$ cat config.mk
export PLATFORM = sky130hd
export DESIGN_NAME = scoreboard_button_ctrl
export DESIGN_NICKNAME = d
export VERILOG_FILES = /design/src/rtl/scoreboard_button_ctrl.sv
export SDC_FILE = /design/constraint.sdc
export NUM_CORES = 1
export LEC_CHECK = 0
export BUFFER_PORTS_ARGS = -buffer_cell sky130_fd_sc_hd__buf_4
export CAP_MARGIN = 20
export CORE_UTILIZATION = 58
export CTS_BUF_LIST = sky130_fd_sc_hd__clkbuf_8
export CTS_CLUSTER_DIAMETER = 150
export DETAILED_ROUTE_END_ITERATION = 8
export GPL_TIMING_DRIVEN = 0
export PLACE_DENSITY = 0.8
export SLEW_MARGIN = 20
export SYNTH_ARGS = -nofsm -noshare
export SYNTH_HDL_FRONTEND = slang
export SYNTH_SLANG_ARGS = --single-unit
$ cat constraint.sdc
create_clock -name clk_i -period 1.8 [get_ports clk_i]
set_input_delay 0.18 -clock clk_i [delete_from_list [all_inputs] [get_ports clk_i]]
set_output_delay 0.18 -clock clk_i [all_outputs]
set_load 0.02 [all_outputs]
$ cat src/rtl/scoreboard_button_ctrl.sv
// Scoreboard button front end: turns two raw push buttons into single-cycle
// up/down count pulses with auto-repeat on hold, and a clear pulse when both
// buttons are held long enough. Bit 0 of the per-button vectors is "up",
// bit 1 is "down".
module scoreboard_button_ctrl #(
    parameter int DB_CYCLES     = 1000,
    parameter int REPEAT_DELAY  = 50000,
    parameter int REPEAT_PERIOD = 10000,
    parameter int CLEAR_HOLD    = 100000,
    parameter int TBW           = 17
) (
    input  logic clk_i,
    input  logic rst_i,
    input  logic btn_up_i,
    input  logic btn_down_i,
    output logic up_pulse_o,
    output logic down_pulse_o,
    output logic clear_o
);

    localparam int DBW = $clog2(DB_CYCLES);

    // Compare against "last value before the event" so the counters never
    // need to hold the full threshold value.
    localparam logic [DBW-1:0] DB_LAST = DBW'(DB_CYCLES - 1);
    localparam logic [TBW-1:0] RD_LAST = TBW'(REPEAT_DELAY - 1);
    localparam logic [TBW-1:0] RP_LAST = TBW'(REPEAT_PERIOD - 1);
    localparam logic [TBW-1:0] CH_LAST = TBW'(CLEAR_HOLD - 1);

    localparam logic [2:0] IDLE      = 3'd0;
    localparam logic [2:0] UP_HOLD   = 3'd1;
    localparam logic [2:0] DOWN_HOLD = 3'd2;
    localparam logic [2:0] BOTH      = 3'd3;
    localparam logic [2:0] WAIT_REL  = 3'd4;

    logic [1:0]          sync1_d, sync1_q;
    logic [1:0]          sync2_d, sync2_q;
    logic [1:0]          deb_d, deb_q;
    logic [1:0][DBW-1:0] cnt_d, cnt_q;
    logic [2:0]          state_d, state_q;
    logic [TBW-1:0]      timer_d, timer_q;
    logic [TBW-1:0]      timer_inc;
    logic                rep_d, rep_q;
    logic                up_d, up_q;
    logic                dn_d, dn_q;
    logic                clr_d, clr_q;
    logic                up_lvl, dn_lvl;

    // Two-flop synchronizer with nothing between the stages.
    always_comb begin
        sync1_d = {btn_down_i, btn_up_i};
        sync2_d = sync1_q;
    end

    // Debounce: the level flips only after DB_CYCLES consecutive mismatches.
    always_comb begin
        deb_d = deb_q;
        cnt_d = cnt_q;
        for (int i = 0; i < 2; i++) begin
            if (sync2_q[i] == deb_q[i]) begin
                cnt_d[i] = '0;
            end else if (cnt_q[i] == DB_LAST) begin
                deb_d[i] = ~deb_q[i];
                cnt_d[i] = '0;
            end else begin
                cnt_d[i] = cnt_q[i] + 1'b1;
            end
        end
    end

    assign up_lvl    = deb_q[0];
    assign dn_lvl    = deb_q[1];
    assign timer_inc = (&timer_q) ? timer_q : timer_q + 1'b1;

    // Press/hold FSM. The shared timer restarts on every state entry and on
    // each repeat pulse; rep_q selects initial delay versus repeat period.
    always_comb begin
        state_d = state_q;
        timer_d = timer_q;
        rep_d   = rep_q;
        up_d    = 1'b0;
        dn_d    = 1'b0;
        clr_d   = 1'b0;
        case (state_q)
            IDLE: begin
                if (up_lvl && dn_lvl) begin
                    state_d = BOTH;
                    timer_d = '0;
                end else if (up_lvl) begin
                    up_d    = 1'b1;
                    state_d = UP_HOLD;
                    timer_d = '0;
                    rep_d   = 1'b0;
                end else if (dn_lvl) begin
                    dn_d    = 1'b1;
                    state_d = DOWN_HOLD;
                    timer_d = '0;
                    rep_d   = 1'b0;
                end
            end
            UP_HOLD: begin
                if (!up_lvl) begin
                    state_d = IDLE;
                end else if (dn_lvl) begin
                    state_d = BOTH;
                    timer_d = '0;
                end else if (timer_q == (rep_q ? RP_LAST : RD_LAST)) begin
                    up_d    = 1'b1;
                    timer_d = '0;
                    rep_d   = 1'b1;
                end else begin
                    timer_d = timer_inc;
                end
            end
            DOWN_HOLD: begin
                if (!dn_lvl) begin
                    state_d = IDLE;
                end else if (up_lvl) begin
                    state_d = BOTH;
                    timer_d = '0;
                end else if (timer_q == (rep_q ? RP_LAST : RD_LAST)) begin
                    dn_d    = 1'b1;
                    timer_d = '0;
                    rep_d   = 1'b1;
                end else begin
                    timer_d = timer_inc;
                end
            end
            BOTH: begin
                if (!up_lvl || !dn_lvl) begin
                    state_d = WAIT_REL;
                end else if (timer_q == CH_LAST) begin
                    clr_d   = 1'b1;
                    state_d = WAIT_REL;
                end else begin
                    timer_d = timer_inc;
                end
            end
            WAIT_REL: begin
                if (!up_lvl && !dn_lvl) begin
                    state_d = IDLE;
                end
            end
            default: begin
                state_d = IDLE;
            end
        endcase
    end

    // State registers; reset clears everything including the synchronizers.
    always_ff @(posedge clk_i) begin
        if (rst_i) begin
            sync1_q <= '0;
            sync2_q <= '0;
            deb_q   <= '0;
            cnt_q   <= '0;
            state_q <= IDLE;
            timer_q <= '0;
            rep_q   <= 1'b0;
            up_q    <= 1'b0;
            dn_q    <= 1'b0;
            clr_q   <= 1'b0;
        end else begin
            sync1_q <= sync1_d;
            sync2_q <= sync2_d;
            deb_q   <= deb_d;
            cnt_q   <= cnt_d;
            state_q <= state_d;
            timer_q <= timer_d;
            rep_q   <= rep_d;
            up_q    <= up_d;
            dn_q    <= dn_d;
            clr_q   <= clr_d;
        end
    end

    assign up_pulse_o   = up_q;
    assign down_pulse_o = dn_q;
    assign clear_o      = clr_q;

endmodule

* Word-level counts from Yosys, hierarchy flattened
Index checks and enable logic that the tools add are counted.
** Word-level totals
- Register bits after elaboration :: 50
** Cells by class
- Multiplexer cells :: 46
- Reduce and logical (&&, ||, !) cells :: 17
- Equality and inequality tests :: 23
- $add $sub $neg :: 3
- Bitwise operators :: 5
** Operators with widths (number)
- two-way mux 17 bit :: 11
- case mux 17 bit (4 select lines) :: 1
- two-way mux 3 bit :: 10
- adder 10 x 1 -> 10 bit (second input constant) :: 2
- equality test 10 bit (second input constant) :: 2
- two-way mux 1 bit :: 19
- adder 17 x 1 -> 17 bit (second input constant) :: 1
- equality test 17 x 16 -> 1 bit :: 1
- equality test 17 bit (second input constant) :: 1
- AND reduction 17 bit :: 1
- two-way mux 16 bit :: 1
- inequality test 2 bit (second input constant) :: 8
- case mux 3 bit (5 select lines) :: 1
- inequality test 3 bit (second input constant) :: 4
- OR reduction 3 bit :: 3
- AND reduction 7 bit :: 1
- equality test 3 x 2 -> 1 bit (second input constant) :: 2
- AND reduction 6 bit :: 1
- inverter 1 bit :: 5
- AND reduction 5 bit :: 1
- inequality test 4 bit (second input constant) :: 1
- case mux 1 bit (2 select lines) :: 2
- AND reduction 2 bit :: 2
- nonzero test 4 bit :: 1
- 9 further kinds :: 12

* Depth between registers and ports, before layout
Gate-level depths: netlist (run 1).
- Depth after elaboration :: 6
- Gate-level depth with buffers :: 7
- Mapped depth without buffers :: 6

* Worst setup path after synthesis (run 1)
Ideal clock, no wire load.
- Path kind :: register -> register
- Start point :: register timer_q[5]
- End point :: register timer_q[1]
- Setup slack :: -178 ps
- Setup time :: 114 ps
- Period minus slack after synthesis :: 1978 ps
- Data arrival time :: 1864 ps
- Cell stages (with the launch flop) :: 7
- Cells stage by stage :: dfxtp_1 > or4b_4 > nor4_4 > a211o_4 > buf_8 > mux2i_1 > nor2_1
** Between the ends
- Longest elaborated chain between the ends :: 6
- Elaborated cells between the ends (all ways) :: 14
- Classes of those cells :: eq/ne: 3; mux: 9; reduce/logical: 2
** Ends and longest elaborated chain
- start, declared :: RTL line 41 : logic [TBW-1:0] timer_d, timer_q;
- start signal, assigned :: RTL line 169 : timer_q <= timer_d;
- AND reduction 17 bit :: RTL line 73 : assign timer_inc = (&timer_q) ? timer_q : timer_q + 1'b1;
- two-way mux 17 bit :: RTL line 73
- two-way mux 17 bit :: RTL line 107, 121
- two-way mux 17 bit, on equally long branches :: RTL line 118, 104
- two-way mux 17 bit, on equally long branches :: RTL line 116, 102
- case mux 17 bit (4 select lines) :: RTL line 84 : case (state_q)
Several ways; a longest one is shown, not always the timed one. The select of a mux whose other input is x is not followed.
A chain may end at the register's enable or synchronous reset.

* Worst setup path in the final report (run 1)
- Start point :: register timer_q[6]
- End point :: register timer_q[1]
The elaborated chain is that of the path after synthesis.

==> results.txt, run 1 <==
Via count of the first global-routing pass = 1892
Largest net degree at the start of global routing = 18
Critical path class = reg2reg
Synth Instances = 274
Worst VDD drop = 0.000369 V
Clock-pin slew on the worst setup and hold paths = 100 ps
Port bufs = 6
WL final = 5300 µm
Worst reg-to-reg setup slack = -220 ps
Sw frac = 23.4%
Leakage = 0.00101 µW
Global-route wire length before repair = 8630 µm
RePlAce Congestion = 0.930
Grt ovf = 0
Cell Int Power = 1410 µW
DRC = 0
Reg-to-Reg Start = timer_q[6]
FF+latch count, synth = 50
CP Max Fanout = 10
P per Cell Area = 639 nW/µm²
WHS Path Cells = 2
NumNets Final = 309
Layout area overhead = 20.8%
Clk_skew = 10.1 ps
# Max-Cap Violations = 0
Hold Vio Cnt, Final = 0
Clock buffer depth = 2
Initial Utilization = 62.8%
Cell Chain, Critical Path = or4b_4, nor4_4, a211o_4, buf_8, mux2i_1, nor2_1
Most common cell in the synthesized netlist = dfxtp_1
Core area = 3800 µm²
Critical Path AT = 2230 ps
Synth Cell Area = 2380 µm²
Finished Layout Cells = 351
Violated checks = setup timing
Post-route setup slack = -219 ps
Post-Route Utilization = 75.8%
Drt first-iter violations = 114
Gr usage total = 26.2%
Largest cells by area after synthesis = dfxtp_1 (42%), xnor2_1 (5.9%), nor2_1 (5.7%)
Biggest area consumer among synthesized cells = dfxtp_1
Final period util = 112%
RSZ-0062 raised after global routing = true
Slew Limit Fails = 0
WL/cell = 15.1 µm
Worst setup SP type = register
Yosys warnings = 0
Worst r2r dst = timer_q[1]
Placed cells = 328
Flop pwr share = 60.2%
Top cells by count, synth = dfxtp_1 (50), nor2_1 (36), nand2_1 (23)
Setup TNS = -3900 ps
Post-synth EDFFs = 0
CP max stage delay = 560 ps
Top cell type's share of synthesized area = 42.0%
Avg Inst Size Synth = 8.70 µm²
CTS H-Tree Depth = 2
Antenna-violating nets left = 0
Mapped Nets = 281
Final setup violation count = 21
DR vias/cell = 5.85
Sw Pwr = 431 µW
Async SR Flop Fraction = 0%
Hold EP = sync1_q[0]
Worst Path Required = 2010 ps
Fillers = 257
Number of iterations in the first detailed-routing pass = 4
Worst rel slew slack = 65.8%
Status = finished with violations
Worst skew pair latency = 310 ps
Hold Startpoint = btn_up_i
Crit path time final = 2020 ps
Synth cell types = 44
Hold Path Class = in2reg
TritonCTS clock tree = yes
Diodes inserted = 0
Clock root buffer = clkbuf_8
Post-DP HPWL = 3180 µm
Layout cells sized above 1 = 26.1%
Crit. End Element = register
Die ar. = 4370 µm²
Antenna violations before repair = 0
Reg2reg path depth = 6
Floorplan row count = 22
Vias = 2052
Tot Pwr = 1840 µW
Total CTS buffers = 5
Combinational fraction of design power = 2.7%
Clk pwr share = 37.1%
Main flop type after synthesis = dfxtp_1
Maximum clock rate = 495 MHz
Least-Margin Pin Slew = 513 ps
Clock Sinks = 50
Register area share after synthesis = 42.0%
Slowest CP cell = or4b_4
Die H = 66.1 µm
I/O pin cnt = 7
Die W = 66.1 µm
repair_timing:
| item | in CTS | in global routing |
|---|---|---|
| setup buffers | 16 | 3 |
| gates cloned | 1 | 0 |
| hold buffers | 0 | 0 |
| pin swaps | 5 | 8 |
| setup endpoints to repair | 21 | 37 |
| gates resized for setup | 31 | 15 |
per-layer routing:
metal  vias to the layer above  routed length [µm]  track usage [%]
li1                       1021                   -                -
met2                        48                2620             44.0
met5                         -                   0                0
met4                         0                 107             9.84
met3                         9                 245             5.17
met1                       974                2320             32.8
worst max-delay path, delay by kind of cell, from the launching register on:
family / cells / cell delay [ps]
AOI/OAI and AO/OA: 1 / 240
muxes: 1 / 180
and+or+nand+nor: 3 / 970
buffers and inverters: 1 / 140
DFF: 1 / 390
per-stage QoR:
stage	hold WS, ps	setup WS [ps]	instance area [µm²]
floorplan	308	-148	2400
global placement	395	-374	2500
detailed placement	408	-406	2500
CTS	86.1	-196	2810
global route	79.1	-285	2880
finish	79.1	-219	2880
flip-flops by register name, indices dropped and copies added, names as in the netlist:
register      flops
sync1_q           2
up_pulse_o        1
timer_q          17
state_q           3
clear_o           1
sync2_q           2
deb_q             2
down_pulse_o      1
rep_q             1
cnt_q            20
logic make-up after synthesis:
group | synth area share (%)
XOR/XNOR | 8.45
buffers and inverters | 4.14
flip-flops | 42.0
AO/OA/AOI/OAI | 11.7
adder cells (fa/ha/maj) | 1.57
AND/OR/NAND/NOR | 30.4
multiplexers | 1.73
cell type report:
type                       count  area [µm²]  share of cell area [%]
buffer                         8        53.8                    1.87
inverter                       8        30.0                    1.04
clock inverter                 3        25.0                   0.869
tap                           48        60.1                    2.09
clock buffer                   5        68.8                    2.39
sequential                    50        1020                    35.5
timing repair buffer          26         206                    7.17
multi-input combinational    203        1410                    49.0
power groups by stage:
stage / Clock [µW] / Combinational, µW / Sequential (µW)
2_1_floorplan: 0 / 22.1 / 1140
3_3_place_gp: 0 / 33.7 / 1140
3_5_place_dp: 0 / 34.2 / 1140
4_1_cts: 693 / 46.4 / 1110
5_1_grt: 740 / 51.3 / 1110
6_report: 684 / 48.8 / 1110
worst max path at each step:
stage,from,endpoint,cells past startpoint
finish,timer_q[6],timer_q[1],6
global route,timer_q[6],timer_q[0],6
CTS,timer_q[7],timer_q[14],7
detailed placement,timer_q[6],timer_q[1],7
global placement,timer_q[11],timer_q[15],6
floorplan,timer_q[12],timer_q[1],6
cell usage in the layout (no fill, tap or decap), types with 6 or more instances in the layout:
cell type,synthesis,layout
or4_1,9,8
nand3_1,12,12
nor2_1,36,35
a21oi_1,19,11
nand2_1,23,21
dfxtp_1,50,38
xnor2_1,16,16
nor3_1,10,8
o31ai_1,8,8
a21oi_2,0,8
buf_4,0,23
or3_1,6,6
and3_1,7,7
xor2_1,7,7
dfxtp_2,0,9
inv_1,8,8
No activity file was read; power rests on OpenSTA's default activity.
==> inputs of run 2 (changes only) <==
--- a/config.mk
+++ b/config.mk
@@ -7,6 +7,7 @@
 export LEC_CHECK = 0
 export BUFFER_PORTS_ARGS = -buffer_cell sky130_fd_sc_hd__buf_4
 export CAP_MARGIN = 20
+export CORE_MARGIN = 8
 export CORE_UTILIZATION = 58
 export CTS_BUF_LIST = sky130_fd_sc_hd__clkbuf_8
 export CTS_CLUSTER_DIAMETER = 150
==> constraint.sdc (replaced) <==
create_clock -name clk_i -period 1.7 [get_ports clk_i]
set_input_delay 0.17 -clock clk_i [delete_from_list [all_inputs] [get_ports clk_i]]
set_output_delay 0.17 -clock clk_i [all_outputs]
set_load 0.02 [all_outputs]
==> results.txt, run 2 (synthesis results as in run 1) <==
Status = finished with violations (unchanged)
Violated checks = setup timing (unchanged)
P per Cell Area = 646 nW/µm² (was 639 nW/µm²)
Clk pwr share = 34.9% (was 37.1%)
Max layer used = met4 (unchanged)
Largest net degree at the start of global routing = 15 (was 18)
Layout cells sized above 1 = 27.3% (was 26.1%)
Global-route wire length before repair = 8760 µm (was 8630 µm)
# Max-Cap Violations = 0 (unchanged)
WL/cell = 15.0 µm (was 15.1 µm)
Reg2reg path depth = 7 (was 6)
Hold Startpoint = btn_down_i (was btn_up_i)
Grt ovf = 0 (unchanged)
Floorplan row count = 23 (was 22)
Flop pwr share = 62.1% (was 60.2%)
Worst VDD drop = 0.000468 V (was 0.000369 V)
Critical path class = reg2reg (unchanged)
Met1 wire length = 2290 µm (was 2320 µm)
Core area = 3970 µm² (was 3800 µm²)
Least-Margin Pin Slew = 597 ps (was 513 ps)
Die W = 80.1 µm (was 66.1 µm)
Clock root buffer = clkbuf_8 (unchanged)
Met3 WL post-DR = 311 µm (was 245 µm)
Hold slack = 92.7 ps (was 79.1 ps)
Max FFs per register = 20 (unchanged)
WL final = 5310 µm (was 5300 µm)
WHS Path Cells = 2 (unchanged)
Drt first-iter violations = 164 (was 114)
Reg-to-Reg Start = timer_q[4] (was timer_q[6])
Placed Instance Area = 2510 µm² (was 2500 µm²)
Hold Path Class = in2reg (unchanged)
Worst Path Required = 1890 ps (was 2010 ps)
Crit. End Element = register (unchanged)
Die ar. = 6420 µm² (was 4370 µm²)
Clock buffer depth = 2 (unchanged)
CP Max Fanout = 5 (was 10)
Worst skew pair latency = 310 ps (about the same)
Hold Vio Cnt, Final = 0 (unchanged)
Gr usage total = 16.9% (was 26.2%)
Worst r2r dst = timer_q[15] (was timer_q[1])
Final period util = 121% (was 112%)
Final setup violation count = 24 (was 21)
Number of iterations in the first detailed-routing pass = 4 (unchanged)
Worst reg-to-reg setup slack = -360 ps (was -220 ps)
Hold EP = sync1_q[1] (was sync1_q[0])
Cell Int Power = 1470 µW (was 1410 µW)
Slew Limit Fails = 0 (unchanged)
Final instance area = 2920 µm² (was 2880 µm²)
DR vias/cell = 5.99 (was 5.85)
Layout area overhead = 22.6% (was 20.8%)
Antenna-violating nets left = 0 (unchanged)
RePlAce Congestion = 0.803 (was 0.930)
Clk_skew = 12.0 ps (was 10.1 ps)
I/O pin cnt = 7 (unchanged)
Sw frac = 22.0% (was 23.4%)
Diodes inserted = 0 (unchanged)
TritonCTS clock tree = yes (unchanged)
Maximum clock rate = 484 MHz (was 495 MHz)
Combinational fraction of design power = 3.0% (was 2.7%)
Finished Layout Cells = 354 (was 351)
Port bufs = 6 (unchanged)
CTS H-Tree Depth = 2 (unchanged)
Worst rel slew slack = 60.2% (was 65.8%)
RSZ-0062 raised after global routing = true (unchanged)
Sw Pwr = 414 µW (was 431 µW)
Crit path time final = 2060 ps (was 2020 ps)
Top reg by flops = cnt_q (unchanged)
Vias = 2119 (was 2052)
Worst setup SP type = register (unchanged)
Fillers = 278 (was 257)
Most common cell after layout, fill and taps aside = dfxtp_1 (unchanged)
Most frequent cells in the layout = dfxtp_1 (39), nor2_1 (35), nand2_1 (18) (was dfxtp_1 (38), nor2_1 (35), buf_4 (23))
Placed cells = 330 (was 328)
Total CTS buffers = 5 (unchanged)
Post-Route Utilization = 73.6% (was 75.8%)
Critical Path AT = 2250 ps (was 2230 ps)
Wire length on met2 = 2580 µm (was 2620 µm)
Clock-pin slew on the worst setup and hold paths = 80 ps (was 100 ps)
NumNets Final = 311 (was 309)
Top flop regs = cnt_q: 20 flops, timer_q: 17 flops, state_q: 3 flops (unchanged)
Post-route setup slack = -365 ps (was -219 ps)
Antenna violations before repair = 0 (unchanged)
DRC = 0 (unchanged)
Leakage = 0.00102 µW (was 0.00101 µW)
Die H = 80.1 µm (was 66.1 µm)
Via count of the first global-routing pass = 1977 (was 1892)
Post-DP HPWL = 3010 µm (was 3180 µm)
Clock Sinks = 50 (unchanged)
Initial Utilization = 60.1% (was 62.8%)
[run 2: cell count changes in the layout (fill, tap and decap cells not counted), sizes merged]
cell / before / now
clkinv: 1 / 0
buf: 28 / 30
[run 2: area by class of cell]
type / instances / area, µm² / area share (%)
clock inverters: 2 / 11.3 / 0.385
inverters: 8 / 30.0 / 1.03
repair buffers: 27 / 249 / 8.52
plain buffers: 9 / 56.3 / 1.93
flip-flops and latches: 50 / 1030 / 35.1
well taps: 50 / 62.6 / 2.14
multi-input cells: 203 / 1420 / 48.5
clock buffers: 5 / 68.8 / 2.35
[run 2: worst max-delay path by stage]
stage | start | slack, ps | end | cells after the start
floorplan | timer_q[12] | -250 | timer_q[1] | 6
global placement | timer_q[5] | -480 | timer_q[11] | 6
detailed placement | timer_q[5] | -490 | timer_q[8] | 6
CTS | timer_q[4] | -320 | timer_q[11] | 7
global route | timer_q[7] | -460 | timer_q[15] | 7
finish | timer_q[4] | -360 | timer_q[15] | 7
[run 2: timing repair]
action	in CTS	in global routing
pin swaps	13	10
endpoints found under the setup margin	23	43
hold endpoints to repair	0	0
setup buffers	16	6
hold buffers	0	0
gates resized for setup	27	31
gates cloned	1	0
[run 2: worst max-delay path, stage by stage, from the launching register on]
cell	delay, ps
dfxtp_2	330
or4b_4	540
nor4_4	320
a21oi_2	110
o31ai_4	330
buf_6	160
buf_6	120
a21oi_1	40
[run 2: power by group through the flow]
stage	Clock [µW]	Sequential, µW	Combinational [µW]
2_1_floorplan	0	1210	23.4
3_3_place_gp	0	1210	36.1
3_5_place_dp	0	1210	36.4
4_1_cts	677	1170	53.0
5_1_grt	730	1170	61.6
6_report	659	1170	56.7
[run 2: per-layer routing]
metal	vias up	global-route usage (%)
met2	75	27.2
met5	-	0
met4	0	7.82
met1	997	20.2
li1	1030	-
met3	17	4.69
[run 2: metrics by stage]
| stage | setup TNS [ps] | power (µW) | setup slack, ps |
|---|---|---|---|
| finish | -6840 | 1890 | -365 |
| global route | -9160 | 1960 | -458 |
| CTS | -5720 | 1900 | -324 |
| detailed placement | -8170 | 1240 | -489 |
| global placement | -7750 | 1240 | -479 |
| floorplan | -3660 | 1230 | -248 |
